`src/rtl/mips_pkg.sv`:
```
// Shared MIPS pipeline definitions: fetch FSM states, NOP encoding and PC step.
package mips_pkg;

  // Fetch-stage handshake states.
  typedef enum logic [1:0] {
    IDLE  = 2'd0,
    REQ   = 2'd1,
    HOLD  = 2'd2,
    DRAIN = 2'd3
  } fetch_state_t;

  // sll $0,$0,0 -- the canonical MIPS no-op.
  localparam logic [31:0] MIPS_NOP = 32'h0000_0000;

  // Byte distance between consecutive instructions.
  localparam logic [31:0] PC_STEP = 32'd4;

endpackage

```
`src/rtl/if_id_reg.sv`:
```
// Pipeline stage register holding an instruction word, its PC+4 and a valid bit.
// Flush has priority over load; with neither asserted the contents are held.
// Written generically so later stage registers can reuse it.
module if_id_reg #(
  parameter logic [31:0] NOP_WORD = 32'h0000_0000
) (
  input  logic        clk,
  input  logic        reset,
  input  logic        load,
  input  logic        flush,
  input  logic [31:0] instr_in,
  input  logic [31:0] pc4_in,
  output logic [31:0] instr,
  output logic [31:0] pc4,
  output logic        valid
);

  logic [31:0] r_instr;
  logic [31:0] r_pc4;
  logic        r_valid;

  // Stage register: squash to a bubble on flush, capture on load, otherwise hold.
  always_ff @(posedge clk or posedge reset) begin
    if (reset) begin
      r_instr <= NOP_WORD;
      r_pc4   <= 32'h0000_0000;
      r_valid <= 1'b0;
    end else if (flush) begin
      r_instr <= NOP_WORD;
      r_pc4   <= 32'h0000_0000;
      r_valid <= 1'b0;
    end else if (load) begin
      r_instr <= instr_in;
      r_pc4   <= pc4_in;
      r_valid <= 1'b1;
    end
  end

  assign instr = r_instr;
  assign pc4   = r_pc4;
  assign valid = r_valid;

endmodule

```
`src/rtl/instruction_fetch.sv`:
```
// MIPS fetch stage: req/ack handshake with instruction memory, IF/ID register
// load, one-entry hold buffer for decode stalls, and PC stall/confirm control.
// Optional build macro FETCH_PERF_CNT_EN adds perf_fetched / perf_stall_cycles.
module instruction_fetch
  import mips_pkg::*;
#(
  parameter logic [31:0] NOP_WORD = MIPS_NOP
) (
  input  logic        clk,
  input  logic        reset,
  input  logic [31:0] pc,
  input  logic        halt,
  input  logic        id_stall,
  input  logic        flush,
  output logic        imem_req,
  output logic [31:0] imem_addr,
  input  logic        imem_ack,
  input  logic [31:0] imem_rdata,
  output logic        pc_stall,
  output logic        pc_confirm,
  output logic [31:0] if_id_instr,
  output logic [31:0] if_id_pc4,
  output logic        if_id_valid
`ifdef FETCH_PERF_CNT_EN
  ,
  output logic [31:0] perf_fetched,
  output logic [31:0] perf_stall_cycles
`endif
);

  fetch_state_t r_state;
  fetch_state_t w_state_next;

  logic [31:0] r_addr_q;
  logic [31:0] r_hold_instr;
  logic [31:0] r_hold_pc4;

  logic        w_advance;
  logic        w_load;
  logic        w_hold_capture;
  logic        w_stall_cycle;
  logic [31:0] w_pc4;
  logic [31:0] w_load_instr;
  logic [31:0] w_load_pc4;

  // PC+4 wraps naturally at 32 bits.
  assign w_pc4 = pc + PC_STEP;

  // State register.
  always_ff @(posedge clk or posedge reset) begin
    if (reset) begin
      r_state <= IDLE;
    end else begin
      r_state <= w_state_next;
    end
  end

  // Next-state logic and handshake/control decode; flush overrides the normal flow.
  always_comb begin
    w_state_next   = r_state;
    w_advance      = 1'b0;
    w_load         = 1'b0;
    w_hold_capture = 1'b0;
    w_stall_cycle  = 1'b0;
    imem_req       = 1'b0;
    imem_addr      = pc;
    w_load_instr   = imem_rdata;
    w_load_pc4     = w_pc4;

    case (r_state)
      IDLE: begin
        if (!halt) begin
          w_state_next = REQ;
        end
      end

      REQ: begin
        imem_req      = 1'b1;
        imem_addr     = pc;
        w_stall_cycle = !imem_ack;
        if (flush) begin
          // An ack this cycle retires the request (data dropped); otherwise
          // it is still in flight and must be drained at the old address.
          w_state_next = imem_ack ? REQ : DRAIN;
        end else if (imem_ack) begin
          if (id_stall) begin
            w_hold_capture = 1'b1;
            w_state_next   = HOLD;
          end else begin
            w_load       = 1'b1;
            w_advance    = 1'b1;
            w_state_next = halt ? IDLE : REQ;
          end
        end
      end

      HOLD: begin
        w_stall_cycle = 1'b1;
        w_load_instr  = r_hold_instr;
        w_load_pc4    = r_hold_pc4;
        if (flush) begin
          w_state_next = halt ? IDLE : REQ;
        end else if (!id_stall) begin
          w_load       = 1'b1;
          w_advance    = 1'b1;
          w_state_next = halt ? IDLE : REQ;
        end
      end

      DRAIN: begin
        imem_req      = 1'b1;
        imem_addr     = r_addr_q;
        w_stall_cycle = 1'b1;
        if (!flush && imem_ack) begin
          w_state_next = REQ;
        end
      end

      default: begin
        w_state_next = IDLE;
      end
    endcase

    // A taken branch always lets the PC load its redirect target.
    if (flush) begin
      w_advance = 1'b1;
    end
  end

  assign pc_confirm = w_advance;
  assign pc_stall   = !w_advance;

  // Remember the address of the in-flight request so a drain can keep it stable.
  always_ff @(posedge clk or posedge reset) begin
    if (reset) begin
      r_addr_q <= 32'h0000_0000;
    end else if (r_state == REQ) begin
      r_addr_q <= pc;
    end
  end

  // One-entry hold buffer for a word that arrived while decode was stalled.
  always_ff @(posedge clk or posedge reset) begin
    if (reset) begin
      r_hold_instr <= NOP_WORD;
      r_hold_pc4   <= 32'h0000_0000;
    end else if (flush) begin
      r_hold_instr <= NOP_WORD;
      r_hold_pc4   <= 32'h0000_0000;
    end else if (w_hold_capture) begin
      r_hold_instr <= imem_rdata;
      r_hold_pc4   <= w_pc4;
    end
  end

  if_id_reg #(
    .NOP_WORD (NOP_WORD)
  ) u_if_id_reg (
    .clk      (clk),
    .reset    (reset),
    .load     (w_load),
    .flush    (flush),
    .instr_in (w_load_instr),
    .pc4_in   (w_load_pc4),
    .instr    (if_id_instr),
    .pc4      (if_id_pc4),
    .valid    (if_id_valid)
  );

`ifdef FETCH_PERF_CNT_EN
  logic [31:0] r_perf_fetched;
  logic [31:0] r_perf_stall_cycles;

  // Count valid IF/ID loads and cycles spent waiting on memory or decode.
  always_ff @(posedge clk or posedge reset) begin
    if (reset) begin
      r_perf_fetched      <= 32'h0000_0000;
      r_perf_stall_cycles <= 32'h0000_0000;
    end else begin
      if (w_load && !flush) begin
        r_perf_fetched <= r_perf_fetched + 32'd1;
      end
      if (w_stall_cycle) begin
        r_perf_stall_cycles <= r_perf_stall_cycles + 32'd1;
      end
    end
  end

  assign perf_fetched      = r_perf_fetched;
  assign perf_stall_cycles = r_perf_stall_cycles;
`endif

endmodule

```
`config.mk`:
```
export PLATFORM = sky130hd
export DESIGN_NAME = instruction_fetch
export DESIGN_NICKNAME = d
export VERILOG_FILES = /design/src/rtl/mips_pkg.sv /design/src/rtl/if_id_reg.sv /design/src/rtl/instruction_fetch.sv
export SDC_FILE = /design/constraint.sdc
export NUM_CORES = 1
export LEC_CHECK = 0
export CELL_PAD_IN_SITES_DETAIL_PLACEMENT = 1
export CELL_PAD_IN_SITES_GLOBAL_PLACEMENT = 2
export CORE_ASPECT_RATIO = 1.75
export CORE_UTILIZATION = 35
export DETAILED_ROUTE_END_ITERATION = 8
export GPL_TIMING_DRIVEN = 0
export HOLD_SLACK_MARGIN = 0.05
export PLACE_DENSITY_LB_ADDON = 0.1
export SYNTH_ARGS = -nofsm -noshare
export SYNTH_HDL_FRONTEND = slang
export SYNTH_SLANG_ARGS = --single-unit
```
`constraint.sdc`:
```
create_clock -name clk -period 8.3 [get_ports clk]
set_input_delay 0.83 -clock clk [delete_from_list [all_inputs] [get_ports clk]]
set_output_delay 0.83 -clock clk [all_outputs]
set_load 0.01 [all_outputs]
```
==> results by group, run 1 <==
Route
  – Antenna Nets Post-Route: 0
  – DRC: 0
  – DRT iter0 DRCs: 200
  – Via density: 5.222
  – Drt pass-1 iters: 4
  – DR WL met2: 13400 um
  – Routed met1 length: 8991 um
  – Mean routed wirelength per cell: 19.91 um
  – DRT Wirelength: 23680 um
  – Routed vias: 6209
  – Top sig layer: met4
  – Met3 WL: 912 um

STA
  – Setup Viol. Count Final: 0
  – Final worst-path cycle share: 47.81%
  – Minimum clock period: 3.968 ns
  – Final Hold Vio Count: 0
  – Slew headroom: 43.09%
  – RSZ-0062 raised after global routing: false
  – Clock Skew: 0.007911 ns
  – Setup_tns: 0 ns
  – Fin. max-slew vios: 0
  – Worst-Margin Slew: 0.8537 ns
  – Highest clock rate: 252.0 MHz

Power
  – Power share of the combinational group: 31.2%
  – Flop pwr share: 38.3%
  – Switching Share: 30.64%
  – Int Power: 1941 uW
  – PwrDens: 269.1 nW/um^2
  – Sw Pwr: 857.5 uW
  – Clock share of power: 30.5%
  – VDD IR-drop max: 0.0001121 V
  – Leakage power: 0.004276 uW

Floorplan
  – Full die area: 22560 sq um
  – Core Region: 21500 sq um
  – Number of I/O pins: 170
  – Num rows: 71
  – Die W: 114.0 um
  – Initial Util: 35.72%
  – Chip Height: 197.9 um

Final layout
  – Share of layout cells above drive strength 1: 12.15%
  – ANT cells: 0
  – Synthesis-to-layout area growth: 35.42%
  – Cell Count, Final, Fillers Out: 1189
  – Net count, final: 959

Clocking
  – TritonCTS buffer count: 17
  – Clock sinks: 163
  – Clock root buffer master: clkbuf_16
  – Longest Clk Path Bufs: 2
  – Worst-path clk slew: 0.06 ns
  – H-tree depth: 4
  – Post-CTS Resized: 0
  – Cts hold-fix bufs: 0
  – Setup Fix Bufs, Post-CTS: 0
  – CTS tree: yes
  – Worst-skew pair later-pin latency: 0.43 ns

Logic synthesis
  – Synthesized flop and latch total: 163
  – Post-synth ARST share: 100.0%
  – Cell variety after synth: 41
  – Post-Syn Nets: 771
  – Synthesized area per cell: 11.03 sq um
  – Synthesized cell area: 7679 sq um
  – Post-synth EDFFs: 0
  – Post-synthesis sequential area ratio: 53.12%
  – Cell count after synthesis: 696
  – Warnings from Yosys: 0
  – Primary FF master, synth: dfrtp_1

Worst setup path
  – Maximum fanout along the worst path: 10
  – Data required, critical path: 7.47 ns
  – Startpoint Class: input pin
  – Setup CP Type: input pin to output port
  – Crit end category: output port
  – Arrival time at the worst endpoint: 3.14 ns

Placed design
  – Buffers on Ports: 168
  – Post-DP HPWL: 17670 um
  – RD Place Congestion: 0.7527
  – Inst Count DP: 1157

Global route
  – Vias in the first global route: 6883
  – Antenna violations before repair: 0
  – GR Util All Layers: 21.94%
  – First-pass GRT wire length: 37460 um
  – Largest net degree at the start of global routing: 120
  – Grt ovf: 0

Flow run
  – Max_cap viols: 0

Status
  – Status: complete, no violations

Hold path
  – Worst hold path type: register to register
==> power groups by stage <==
stage / Sequential, uW / Clock, uW / Combinational [uW]
2_1_floorplan: 1090 / 0 / 464
3_3_place_gp: 1070 / 0 / 863
4_1_cts: 1070 / 875 / 893
3_5_place_dp: 1080 / 0 / 889
5_1_grt: 1090 / 898 / 951
6_report: 1070 / 855 / 873
==> kinds of logic after synthesis <==
group / after synthesis / share of synthesized area (%)
xor gates and xnor gates: 27 / 3.080
AOI/OAI and AO/OA: 168 / 14.84
and+or+nand+nor: 174 / 11.28
adders and majority gates: 5 / 0.8147
muxes: 98 / 13.77
buffers and inverters: 61 / 3.096
DFF: 163 / 53.12
==> stage by stage <==
stage | util [%] | worst slack [ns] | cell area [sq um] | power [uW] | hold slack, ns
2_1_floorplan | - | 3.065 | 7679 | 1550 | 0.4373
5_1_grt | 48.37 | 4.172 | 10400 | 2940 | 0.4921
3_5_place_dp | 45.40 | 4.254 | 9761 | 1974 | 0.4620
6_report | 48.37 | 4.332 | 10400 | 2798 | 0.4752
3_3_place_gp | 45.24 | 0.7652 | 9726 | 1934 | 0.4522
4_1_cts | 48.37 | 4.231 | 10400 | 2839 | 0.4771
==> per-layer routing <==
| layer | vias to the layer above | track usage, % |
|---|---|---|
| li1 | 2888 | - |
| met3 | 25 | 4.530 |
| met2 | 130 | 42.02 |
| met5 | - | 0 |
| met1 | 3166 | 23.70 |
| met4 | 0 | 6.590 |
==> worst paths after layout <==
check | cells past startpoint | slack [ns] | startpoint | to
setup reg to reg | 7 | 5.70 | r_state[0] | u_if_id_reg.pc4[15]
hold reg to reg | 2 | 0.48 | r_hold_pc4[17] | r_hold_pc4[17]
min in group asynchronous | 2 | 0.79 | reset | r_hold_instr[22]
hold / removal | 2 | 0.48 | r_hold_pc4[17] | r_hold_pc4[17]
setup / recovery | 7 | 4.33 | imem_ack | pc_stall
max in group asynchronous | 3 | 6.58 | reset | r_addr_q[1]
==> cells in the final DEF, fill, tap and decap left out, types with 14 or more instances in the layout <==
cell / synthesis / layout
o22ai_1: 18 / 18
nand2_1: 60 / 60
clkbuf_16: 0 / 17
o21ai_0: 40 / 40
xor2_1: 17 / 17
clkdlybuf4s50_1: 0 / 168
nand3_1: 14 / 14
clkbuf_1: 33 / 35
nor2_1: 53 / 53
mux2i_1: 37 / 37
dfrtp_1: 163 / 163
a21oi_1: 24 / 24
mux2_2: 61 / 61
and3_1: 20 / 20
a22o_1: 35 / 35
a211oi_1: 36 / 36
==> registers in the layout, summed over array words and instances (netlist names) <==
register / count
r_addr_q: 32
r_hold_instr: 32
r_hold_pc4: 32
u_if_id_reg.instr: 32
u_if_id_reg.pc4: 32
r_state: 2
u_if_id_reg.valid: 1
==> worst max-delay path: stages <==
cell and delay [ns]:
clkdlybuf4s50_1 0.47, and2_1 0.24, o21ai_1 0.32, clkbuf_1 0.49, nand2_1 0.17, inv_1 0.08, clkdlybuf4s50_1 0.52
==> cell usage after synthesis, types with 7 or more instances <==
library cell	count	area, sq um
dfrtp_1	163	4079
mux2_2	61	686.9
nand2_1	60	225.2
nor2_1	53	198.9
o21ai_0	40	200.2
mux2i_1	37	370.4
a211oi_1	36	270.3
a22o_1	35	306.5
clkbuf_1	33	123.9
a21oi_1	24	120.1
and3_1	20	125.1
o22ai_1	18	112.6
xor2_1	17	148.9
nand3_1	14	70.07
inv_1	11	41.29
buf_1	10	37.54
xnor2_1	10	87.58
buf_2	7	35.03
nand4_1	7	43.79
==> final cells by class <==
class	count	area, sq um
clock inverters	9	150.1
multi-input cells	472	3362
repair buffers	169	1709
well taps	292	365.4
fillers	2381	11100
inverters	11	48.80
clock buffers	23	488.0
flip-flops and latches	163	4079
plain buffers	50	196.4
(Power assumes the default switching activity.)
==> run 2: changes to the inputs <==
Settings changed: CORE_UTILIZATION 35 to 29.
Clock period 8.3 ns to 3.3 ns, I/O delays scaled along.
==> run 2 against run 1 <==
  * The flow now finishes with violations (design-rule violations)
  * Die area rose by 20%
  * Global-route usage is 2.1 points lower
  * Via count grew 0.23%
  * First-iteration DRC count is 2.5% higher
  * Clock power up 140%
  * Critical path depth grew 2
  * Cell count increased by 2.5%
  * Hold slack got worse by 0.18 ns
  * Non-clock buffer count up 2
  * Cell area up 0.40%
  * Critical endpoint unchanged
==> results by group, run 2 (synthesized netlist as in run 1, its figures left out) <==
Hold path
  – Worst hold path type: input pin to asynchronous set/reset pin (was register to register)

Global route
  – Antenna violations before repair: 0 (unchanged)
  – Vias in the first global route: 7052 (was 6883)
  – First-pass GRT wire length: 40810 um (was 37460 um)
  – Grt ovf: 0 (unchanged)
  – Largest net degree at the start of global routing: 41 (was 120)
  – GR Util All Layers: 19.81% (was 21.94%)

Status
  – Status: finished, violations left (was complete, no violations)
  – Failing checks: design-rule violations

STA
  – Final worst-path cycle share: 94.56%
  – Worst-Margin Slew: 0.7856 ns (was 0.8537 ns)
  – Slew headroom: 47.63% (was 43.09%)
  – RSZ-0062 raised after global routing: false (unchanged)
  – Highest clock rate: 320.5 MHz
  – Clock Skew: 0.007527 ns (was 0.007911 ns)
  – Minimum clock period: 3.121 ns
  – Final Hold Vio Count: 0 (unchanged)
  – Fin. max-slew vios: 0 (unchanged)
  – Setup_tns: 0 ns (unchanged)
  – Setup Viol. Count Final: 0 (unchanged)

Worst setup path
  – Crit end category: output port (unchanged)
  – Startpoint Class: register (was input pin)
  – Setup CP Type: register to output port (was input pin to output port)
  – Data required, critical path: 2.97 ns (was 7.47 ns)
  – Arrival time at the worst endpoint: 2.79 ns (was 3.14 ns)
  – Maximum fanout along the worst path: 10 (unchanged)

Final layout
  – Fin area: 10440 sq um (was 10400 sq um)
  – Share of layout cells above drive strength 1: 12.90% (was 12.15%)
  – Most frequent cells in the layout: clkdlybuf4s50_1, dfrtp_1, mux2_2 (unchanged)
  – ANT cells: 0 (unchanged)
  – Commonest non-fill, non-tap cell in the layout: clkdlybuf4s50_1 (unchanged)
  – Net count, final: 961 (was 959)
  – Final Util: 40.22% (was 48.37%)
  – Synthesis-to-layout area growth: 35.96% (was 35.42%)

Clocking
  – Clock root buffer master: clkbuf_16 (unchanged)
  – H-tree depth: 4 (unchanged)
  – CTS tree: yes (unchanged)
  – Setup Fix Bufs, Post-CTS: 0 (unchanged)
  – Clock sinks: 163 (unchanged)
  – Cts hold-fix bufs: 0 (unchanged)
  – Worst-skew pair later-pin latency: 0.45 ns (was 0.43 ns)
  – Worst-path clk slew: 0.06 ns (about the same)
  – Longest Clk Path Bufs: 2 (unchanged)
  – TritonCTS buffer count: 17 (unchanged)

Floorplan
  – Initial Util: 29.58% (was 35.72%)
  – Num rows: 78 (was 71)
  – Number of I/O pins: 170 (unchanged)
  – Die W: 125.0 um (was 114.0 um)
  – Core Region: 25960 sq um (was 21500 sq um)
  – Full die area: 27160 sq um (was 22560 sq um)
  – Chip Height: 217.3 um (was 197.9 um)

Route
  – Via density: 5.105 (was 5.222)
  – Mean routed wirelength per cell: 20.80 um (was 19.91 um)
  – Antenna Nets Post-Route: 0 (unchanged)
  – DRT Wirelength: 25360 um (was 23680 um)
  – Drt pass-1 iters: 6 (was 4)
  – DRC: 24 (was 0)
  – Routed vias: 6223 (was 6209)
  – DRT iter0 DRCs: 205 (was 200)

Flow run
  – Max_cap viols: 0 (unchanged)

Power
  – VDD IR-drop max: 0.0004120 V (was 0.0001121 V)
  – Leakage power: 0.004278 uW (was 0.004276 uW)
  – PwrDens: 662.7 nW/um^2 (was 269.1 nW/um^2)

Placed design
  – Buffers on Ports: 168 (unchanged)
  – Dpl cell area: 9844 sq um (was 9761 sq um)
  – RD Place Congestion: 0.7435 (was 0.7527)
  – Post-DP HPWL: 19210 um (was 17670 um)
==> run 2: layout make-up <==
class	instances	area (sq um)
fillers	2839	15520
multi-input cells	472	3368
clock buffers	22	484.2
repair buffers	172	1762
plain buffers	49	196.4
clock inverters	10	105.1
inverters	11	45.04
well taps	320	400.4
flip-flops and latches	163	4079
==> run 2: critical path: stages (launching register included) <==
cell and delay, ns:
dfrtp_1 0.40, inv_1 0.08, ha_1 0.17, buf_2 0.21, and2_1 0.23, o21ai_2 0.26, buf_4 0.25, nand2_1 0.10
inv_1 0.08, clkdlybuf4s50_1 0.54
==> run 2: timing repair <==
item | in CTS | in global routing
setup endpoints to repair | 29 | 1
gates cloned | 0 | 0
resized for setup | 4 | 1
==> run 2: final timing paths <==
check	startpoint	to	slack (ns)	cells past startpoint
hold / removal	reset	u_if_id_reg.instr[21]	0.29	2
setup reg to reg	r_state[0]	u_if_id_reg.pc4[19]	0.65	7
hold reg to reg	r_hold_pc4[30]	r_hold_pc4[30]	0.48	2
min in group clk	r_hold_pc4[30]	r_hold_pc4[30]	0.48	2
setup / recovery	r_state[1]	pc_stall	0.18	9
max in group asynchronous	reset	u_if_id_reg.instr[8]	2.13	4
==> run 2: through the flow <==
step	hold slack, ns	total power, uW	std cells	setup slack (ns)
2_1_floorplan	0.4373	3900	696	0.8992
3_5_place_dp	0.4651	4996	1188	0.1360
6_report	0.2910	6919	1219	0.1795
4_1_cts	0.2853	7058	1219	0.06434
5_1_grt	0.3345	7338	1219	0.01730
3_3_place_gp	0.4522	4898	1184	-0.5915
==> run 2: power by group <==
part           leakage (uW)  switching (uW)  total [uW]  internal [uW]
clock              0.000291             822        2010           1180
sequential          0.00218             245        2690           2450
combinational       0.00181            1120        2220           1100
total               0.00428            2190        6920           4730
==> run 2: metal layers <==
layer	share of wire [%]	wire (um)	up-vias	track usage, %
met5	0	0	-	0
met4	1.9	487	0	7.276
met3	3.9	995	21	4.056
met2	57	14410	122	38.32
met1	37	9471	3191	20.79
li1	-	-	2889	-
==> run 3: changes to the inputs <==
--- a/config.mk
+++ b/config.mk
@@ -10,2 +10,3 @@
 export CORE_ASPECT_RATIO = 1.75
+export CORE_MARGIN = 5
 export CORE_UTILIZATION = 29
--- a/constraint.sdc
+++ b/constraint.sdc
@@ -3,2 +3,2 @@
 set_output_delay 0.33 -clock clk [all_outputs]
-set_load 0.01 [all_outputs]
+set_load 0.05 [all_outputs]
==> run 3 against run 2 <==
  * The flow now finishes without violations
  * Hold slack worse by 0.038 ns
  * Power up 12%
  * Via count down 0.31%
  * Wire length up 1.5%
  * First-iteration DRC count down 32%
  * Largest power group is now combinational cells
==> results by group, run 3 (synthesized netlist as in run 1, its figures left out) <==
Final layout
  – Cell Count, Final, Fillers Out: 1214 (was 1219)
  – Fill count: 2846 (was 2839)
  – Fin area: 10430 sq um (was 10440 sq um)
  – ANT cells: 0 (unchanged)
  – Share of layout cells above drive strength 1: 12.75% (was 12.90%)
  – Commonest non-fill, non-tap cell in the layout: clkdlybuf4s50_1 (unchanged)
  – Final Util: 40.04% (was 40.22%)
  – Net count, final: 961 (unchanged)
  – Synthesis-to-layout area growth: 35.88% (was 35.96%)
  – Most frequent cells in the layout: clkdlybuf4s50_1, dfrtp_1, mux2_2 (unchanged)

Floorplan
  – Chip Height: 225.3 um (was 217.3 um)
  – Die W: 133.0 um (was 125.0 um)
  – Num rows: 78 (unchanged)
  – Number of I/O pins: 170 (unchanged)
  – Initial Util: 29.47% (was 29.58%)
  – Core Region: 26060 sq um (was 25960 sq um)
  – Full die area: 29960 sq um (was 27160 sq um)

STA
  – Final Hold Vio Count: 0 (unchanged)
  – Highest clock rate: 316.0 MHz (was 320.5 MHz)
  – Setup Viol. Count Final: 0 (unchanged)
  – Final worst-path cycle share: 95.89% (was 94.56%)
  – Slew headroom: 46.43% (was 47.63%)
  – Setup_tns: 0 ns (unchanged)
  – Worst hold margin: 0.2532 ns (was 0.2910 ns)
  – Minimum clock period: 3.164 ns (was 3.121 ns)
  – Clock Skew: 0.007119 ns (was 0.007527 ns)
  – RSZ-0062 raised after global routing: false (unchanged)
  – Fin. max-slew vios: 0 (unchanged)
  – Worst-Margin Slew: 0.8036 ns (was 0.7856 ns)

Hold path
  – Worst hold path type: input pin to asynchronous set/reset pin (unchanged)

Placed design
  – Inst Count DP: 1188 (unchanged)
  – Buffers on Ports: 168 (unchanged)
  – Dpl cell area: 9844 sq um (unchanged)
  – RD Place Congestion: 0.7915 (was 0.7435)
  – Post-DP HPWL: 19620 um (was 19210 um)

Route
  – Drt pass-1 iters: 4 (was 6)
  – DRT iter0 DRCs: 139 (was 205)
  – Antenna Nets Post-Route: 0 (unchanged)
  – DRT Wirelength: 25730 um (was 25360 um)
  – Via density: 5.110 (was 5.105)
  – Mean routed wirelength per cell: 21.19 um (was 20.80 um)
  – DRC: 0 (was 24)
  – Routed vias: 6204 (was 6223)

Clocking
  – Post-CTS Resized: 9 (was 4)
  – Worst-path clk slew: 0.07 ns (was 0.06 ns)
  – Setup Fix Bufs, Post-CTS: 0 (unchanged)
  – Clock sinks: 163 (unchanged)
  – TritonCTS buffer count: 17 (unchanged)
  – Clock root buffer master: clkbuf_16 (unchanged)
  – Worst-skew pair later-pin latency: 0.45 ns (about the same)
  – CTS tree: yes (unchanged)
  – Longest Clk Path Bufs: 2 (unchanged)
  – H-tree depth: 4 (unchanged)
  – Cts hold-fix bufs: 0 (unchanged)

Power
  – Leakage power: 0.004287 uW (was 0.004278 uW)
  – PwrDens: 741.5 nW/um^2 (was 662.7 nW/um^2)
  – VDD IR-drop max: 0.0004157 V (was 0.0004120 V)

Worst setup path
  – Startpoint Class: register (unchanged)
  – Arrival time at the worst endpoint: 2.83 ns (was 2.79 ns)
  – Setup CP Type: register to output port (unchanged)
  – Maximum fanout along the worst path: 10 (unchanged)
  – Data required, critical path: 2.97 ns (about the same)
  – Crit end category: output port (unchanged)

Global route
  – Largest net degree at the start of global routing: 42 (was 41)
  – Antenna violations before repair: 0 (unchanged)
  – First-pass GRT wire length: 40880 um (was 40810 um)
  – GR Util All Layers: 17.63% (was 19.81%)
  – Vias in the first global route: 7122 (was 7052)
  – Grt ovf: 0 (unchanged)

Flow run
  – Max_cap viols: 0 (unchanged)

Status
  – Status: complete, no violations (was finished, violations left)
## run 3: report_power, final
group | switching (uW) | leakage (uW) | internal [uW]
Combinational | 1880 | 0.00183 | 1100
Sequential | 239 | 0.00218 | 2450
Clock | 817 | 0.000287 | 1260
## run 3: layer usage
metal	wire length (um)	GRT usage, %
met1	9740	18.75
met2	14190	32.90
met5	0	0
met3	1220	4.580
met4	575	6.980
## run 3: final cells by class
class / instances / area, sq um / area share, %
clock buffers: 20 / 446.7 / 4.281
flip-flops and latches: 163 / 4079 / 39.09
repair buffers: 172 / 1762 / 16.88
plain buffers: 49 / 197.7 / 1.895
multi-input cells: 472 / 3368 / 32.28
well taps: 320 / 400.4 / 3.837
clock inverters: 7 / 135.1 / 1.295
inverters: 11 / 45.04 / 0.4317
## run 3: worst paths after layout
| kind | from | to | slack (ns) | cells past startpoint |
|---|---|---|---|---|
| worst max-delay path | r_state[0] | imem_addr[6] | 0.14 | 5 |
| worst min-delay path | reset | u_if_id_reg.instr[25] | 0.25 | 2 |
| worst max register to register | r_state[1] | u_if_id_reg.pc4[12] | 0.59 | 7 |
| worst min register to register | r_hold_pc4[23] | r_hold_pc4[23] | 0.47 | 2 |
| max in group asynchronous | reset | r_hold_instr[3] | 2.20 | 4 |
| min in group clk | r_hold_pc4[23] | r_hold_pc4[23] | 0.47 | 2 |
## run 3: critical path, cell delays in order (launching register included)
cell	delay, ns
dfrtp_1	0.40
ha_2	0.50
buf_2	0.36
nand2_1	0.10
o21ai_0	0.14
clkdlybuf4s50_1	0.87
## run 3: per-stage QoR
step | worst slack (ns) | power (uW)
after floorplan | 0.6990 | 4641
after global placement | -0.5922 | 5655
after detailed placement | -0.1588 | 5754
after CTS | 0.01795 | 7864
after global routing | 0.01148 | 8126
final | 0.1358 | 7736
